$ cat config.mk
export PLATFORM = sky130hd
export DESIGN_NAME = mux_nx1_stream
export DESIGN_NICKNAME = d
export VERILOG_FILES = /design/src/rtl/mux_nx1_stream.sv
export SDC_FILE = /design/constraint.sdc
export NUM_CORES = 1
export LEC_CHECK = 0
export ABC_CLOCK_PERIOD_IN_PS = 1630
export CELL_PAD_IN_SITES_DETAIL_PLACEMENT = 0
export CELL_PAD_IN_SITES_GLOBAL_PLACEMENT = 1
export CORE_ASPECT_RATIO = 0.9
export CORE_UTILIZATION = 27
export DETAILED_ROUTE_END_ITERATION = 16
export PLACE_DENSITY_LB_ADDON = 0.1
export SYNTH_ARGS = -nofsm -noshare
export SYNTH_HDL_FRONTEND = slang
export SYNTH_SLANG_ARGS = --single-unit
$ cat constraint.sdc
create_clock -name clk -period 1.63 [get_ports clk]
set_input_delay 0.163 -clock clk [delete_from_list [all_inputs] [get_ports clk]]
set_output_delay 0.163 -clock clk [all_outputs]
set_load 0.01 [all_outputs]
$ cat src/rtl/mux_nx1_stream.sv
// N-channel, W-bit valid/ready stream multiplexer with a one-word registered output stage.
// Define MUX_NX1_STREAM_RR_EN to build the round-robin arbiter selected by the mode input.
module mux_nx1_stream #(
    parameter int unsigned N  = 4,
    parameter int unsigned W  = 8,
    parameter int unsigned CW = 16,
    localparam int unsigned SW = $clog2(N)
) (
    input  logic            clk,
    input  logic            rst,
    input  logic [N*W-1:0]  in_data,
    input  logic [N-1:0]    in_valid,
    output logic [N-1:0]    in_ready,
    input  logic [SW-1:0]   sel,
    input  logic            mode,
    output logic [W-1:0]    out_data,
    output logic            out_valid,
    input  logic            out_ready,
    output logic [SW-1:0]   grant,
    output logic [CW-1:0]   xfer_count
);

    typedef enum logic {StEmpty, StFull} state_e;

    state_e         state_q, state_d;
    logic [W-1:0]   data_q, data_d;
    logic [SW-1:0]  grant_q, grant_d;
    logic [CW-1:0]  count_q, count_d;

    logic           pipe_en;
    logic           ch_ok;
    logic [SW-1:0]  ch;
    logic [W-1:0]   ch_data;
    logic           ch_valid;
    logic           accept;

    assign pipe_en = (state_q == StEmpty) || out_ready;

`ifdef MUX_NX1_STREAM_RR_EN
    logic [SW-1:0]  ptr_q, ptr_d;
    logic           hi_ok, lo_ok;
    logic [SW-1:0]  hi_ch, lo_ch;

    // Descending scan leaves the lowest valid index in each half; the half at/after ptr wins.
    always_comb begin
        hi_ok = 1'b0;
        lo_ok = 1'b0;
        hi_ch = '0;
        lo_ch = '0;
        for (int c = N - 1; c >= 0; c--) begin
            if (in_valid[c]) begin
                if (SW'(c) >= ptr_q) begin
                    hi_ok = 1'b1;
                    hi_ch = SW'(c);
                end else begin
                    lo_ok = 1'b1;
                    lo_ch = SW'(c);
                end
            end
        end
    end

    always_comb begin
        if (mode) begin
            ch    = hi_ok ? hi_ch : lo_ch;
            ch_ok = hi_ok || lo_ok;
        end else begin
            ch    = sel;
            ch_ok = 32'(sel) < N;
        end
    end

    always_comb begin
        ptr_d = ptr_q;
        if (accept && mode) begin
            ptr_d = (32'(ch) == N - 1) ? '0 : ch + SW'(1);
        end
    end

    always_ff @(posedge clk or posedge rst) begin
        if (rst) begin
            ptr_q <= '0;
        end else begin
            ptr_q <= ptr_d;
        end
    end
`else
    logic unused_mode;
    assign unused_mode = mode;
    assign ch          = sel;
    assign ch_ok       = 32'(sel) < N;
`endif

    always_comb begin
        in_ready = '0;
        ch_data  = '0;
        ch_valid = 1'b0;
        for (int c = 0; c < N; c++) begin
            if (ch_ok && (ch == SW'(c))) begin
                ch_data     = in_data[c*W +: W];
                ch_valid    = in_valid[c];
                in_ready[c] = pipe_en && !rst;
            end
        end
    end

    assign accept = pipe_en && ch_valid;

    always_comb begin
        state_d = state_q;
        data_d  = data_q;
        grant_d = grant_q;
        count_d = count_q;
        if (pipe_en) begin
            if (accept) begin
                state_d = StFull;
                data_d  = ch_data;
                grant_d = ch;
                count_d = count_q + CW'(1);
            end else begin
                state_d = StEmpty;
            end
        end
    end

    always_ff @(posedge clk or posedge rst) begin
        if (rst) begin
            state_q <= StEmpty;
            data_q  <= '0;
            grant_q <= '0;
            count_q <= '0;
        end else begin
            state_q <= state_d;
            data_q  <= data_d;
            grant_q <= grant_d;
            count_q <= count_d;
        end
    end

    assign out_valid  = (state_q == StFull);
    assign out_data   = data_q;
    assign grant      = grant_q;
    assign xfer_count = count_q;

endmodule
==> results.toml <==
[clock_tree]
path_clk_slew_ns = 0.10
cts_buffer_depth = 2
worstSkewPairLatency_ns = 0.27
holdBufCountCts = 0
cts_setup_buffers = 0
cts_tree = "yes"
clkSinkCount = 27
cts-htree-levels = 1
clockRootBuffer = "clkbuf_8"
numCtsBuffers = 3

[yosys]
synth_flop_cell = "dfrtp_1"
synth_cell_types = 29
netlist_top_cells_count = "27 x dfrtp_1, 12 x xor2_1, 9 x nand3_1"
synth_area_leader_cell = "dfrtp_1"
avgSynthCellArea_um2 = 12.4
synth_edf_count = 0
netlist_area_mm2 = 0.00151
yosys_warnings = 0
synth_seq_cells = 27
synth_area_leaders = "dfrtp_1 45%, mux4_2 12%, mux2_4 8.0%, xor2_1 7.0%, nand3_1 3.0%"
synthArstFlopShare = 1.00
netlist.area_leader.share = 0.449
yosysMostFrequentCell = "dfrtp_1"
synth_fp_nets = 164
seq_area_frac_synth = 0.449
syn_inst = 121

[sta]
tightest_slew_ns = 0.345
min_period_ns = 1.57
drv_slew = 0
hold_violations = 0
finalClockSkew_ns = 0.00566
slew_headroom = 0.770
setup_viol = 0
whs_ns = 0.332
fin_crit_sh = 0.962
maxClockFrequency_mhz = 638
rsz0062_at_grt = "true"

[cells_and_area]
antenna_cells = 0
n_fill_cell = 517
nets = 252
multi_input_area_um2 = 795
design_area_mm2 = 0.00248
ff_latch_area_um2 = 676
drive_above_1_share = 0.245
area_growth_pct = 64.7

[global_routing]
met2_usage = 0.265
grt.busiest_layer = "met2"
gr-usage-met1 = 0.155
grt_overflow = 0
met3_usage = 0.0288
antenna_found_initial = 0
grt_max_degree = 28
grt_pass1_vias = 1381
grt_pass1_wl_um = 6220
track_usage = 0.140

[detailed_routing]
final_antenna_net_count = 0
vias_per_cell = 4.72
first_pass_iters = 4
post-route-drc-count = 0
routedWlPerCell_um = 13.8
drt_first_iter_violations = 23
vias = 1299
routed_wl_um = 3780

[placement]
dpl-instance-area_mm2 = 0.00242
port-buffer-count = 71
dp_hpwl_um = 3040
globalplace.congestion = 0.791

[worst_setup_path]
cp_slowest_cell = "dfrtp_1"
worstSetupStartpointType = "flop"
cp_cell_sequence = "nor2b_4, or3_4, and2_4, mux2_4"
cp_max_fo = 11
crit_type = "flop to flop"
cp_data_required_time_ns = 1.79
slowest_delay_ns = 0.40
endpoint_kind = "flop"
arrival_ns = 1.73

[pwr]
internal_power_mw = 1.72
clockPowerShare = 0.152
ir_drop_v = 0.000642
p_leak_nw = 1.05
combPwrFrac = 0.441
swShare = 0.316
p_sw_mw = 0.792
power_frac_seq = 0.408
power_density_mw_per_mm2 = 1010

[die]
initial_utilization = 0.283
top_level_ports = 73
rows = 25
die_height_um = 72.8
die-area_mm2 = 0.00588
die_w_um = 80.7
core-area_mm2 = 0.00532

[job]
maxCapViolCount = 0

[outcome]
status = "finished, final reports clean"

[hold_path]
hold_class = "primary input to asynchronous set/reset pin"
[metrics by stage]
| step | instances | worst slack [ns] | total power, mW | util | TNS (ns) |
|---|---|---|---|---|---|
| 4_1_cts | 275 | 0.000909 | 2.54 | 0.465 | 0 |
| 3_5_place_dp | 271 | -0.363 | 2.14 | 0.456 | -7.42 |
| 5_1_grt | 275 | -0.0320 | 2.67 | 0.466 | -0.0746 |
| 3_3_place_gp | 271 | -0.326 | 2.13 | 0.456 | -6.37 |
| 6_report | 275 | 0.0618 | 2.51 | 0.466 | 0 |
| 2_1_floorplan | 121 | -0.106 | 1.47 | - | -0.850 |
[worst max-delay path, delay by kind of cell (launching register included)]
family | cells | cell delay, ns
AND/OR/NAND/NOR | 3 | 0.75
flip-flops | 1 | 0.40
multiplexers | 1 | 0.31
[cell type report]
| type | instances | area share |
|---|---|---|
| timing repair buffer | 90 | 0.345 |
| multi-input combinational | 81 | 0.321 |
| sequential | 27 | 0.273 |
| tap | 67 | 0.0338 |
| clock buffer | 3 | 0.0167 |
| inverter | 6 | 0.00909 |
| clock inverter | 1 | 0.00202 |
[sequential cells by signal, indices dropped and copies added, names as in the netlist]
| register | cells |
|---|---|
| xfer_count | 16 |
| out_data | 8 |
| grant | 2 |
| out_valid | 1 |
[routing by layer]
layer / part of all wire / wire length [um] / vias up
li1: - / - / 617
met1: 0.39 / 1480 / 638
met2: 0.55 / 2070 / 42
met3: 0.055 / 207 / 2
met4: 0.0056 / 21 / 0
met5: 0 / 0 / -
[kinds of logic (layout without fill, tap and decap cells)]
group	after synthesis	in the layout	share of synthesized area
adders and majority gates	1	1	0.00831
AOI/OAI and AO/OA	17	17	0.0831
buffers and inverters	13	100	0.0416
and+or+nand+nor	29	29	0.110
muxes	19	19	0.221
xor gates and xnor gates	15	15	0.0873
DFF	27	27	0.449
[layout by cell type, fill, tap and decap left out, types with 4 or more instances in the layout]
| master | count |
|---|---|
| a21oi_1 | 7 |
| nand4_1 | 4 |
| nand3_1 | 9 |
| xor2_1 | 12 |
| mux4_2 | 8 |
| dfrtp_1 | 27 |
| inv_1 | 6 |
| buf_4 | 16 |
| mux2_4 | 8 |
| clkdlybuf4s50_1 | 66 |
[repair_timing]
action | 4_1_cts | 5_1_grt
pin swaps | 1 | 2
endpoints found under the setup margin | 16 | 10
gates resized for setup | 7 | 13
[final timing paths]
kind                            slack (ns)  cells after the start            from        endpoint
worst max-delay path                  0.06                      4       out_valid     out_data[6]
worst min-delay path                  0.33                      3             rst     out_data[1]
worst max register to register        0.06                      4       out_valid     out_data[6]
worst min register to register        0.48                      1  xfer_count[15]  xfer_count[15]
max in group asynchronous             1.04                      3             rst     out_data[5]
min in group clk                      0.48                      1  xfer_count[15]  xfer_count[15]
[power groups by stage]
stage               combinational [mW]  sequential [mW]  clock (mW)
floorplan                        0.362             1.11           0
finish                            1.11             1.02       0.380
detailed placement                1.11             1.03           0
global placement                  1.10             1.02           0
global route                      1.20             1.05       0.431
CTS                               1.11             1.03       0.399
Note: power is estimated with default switching activity, not from simulation.
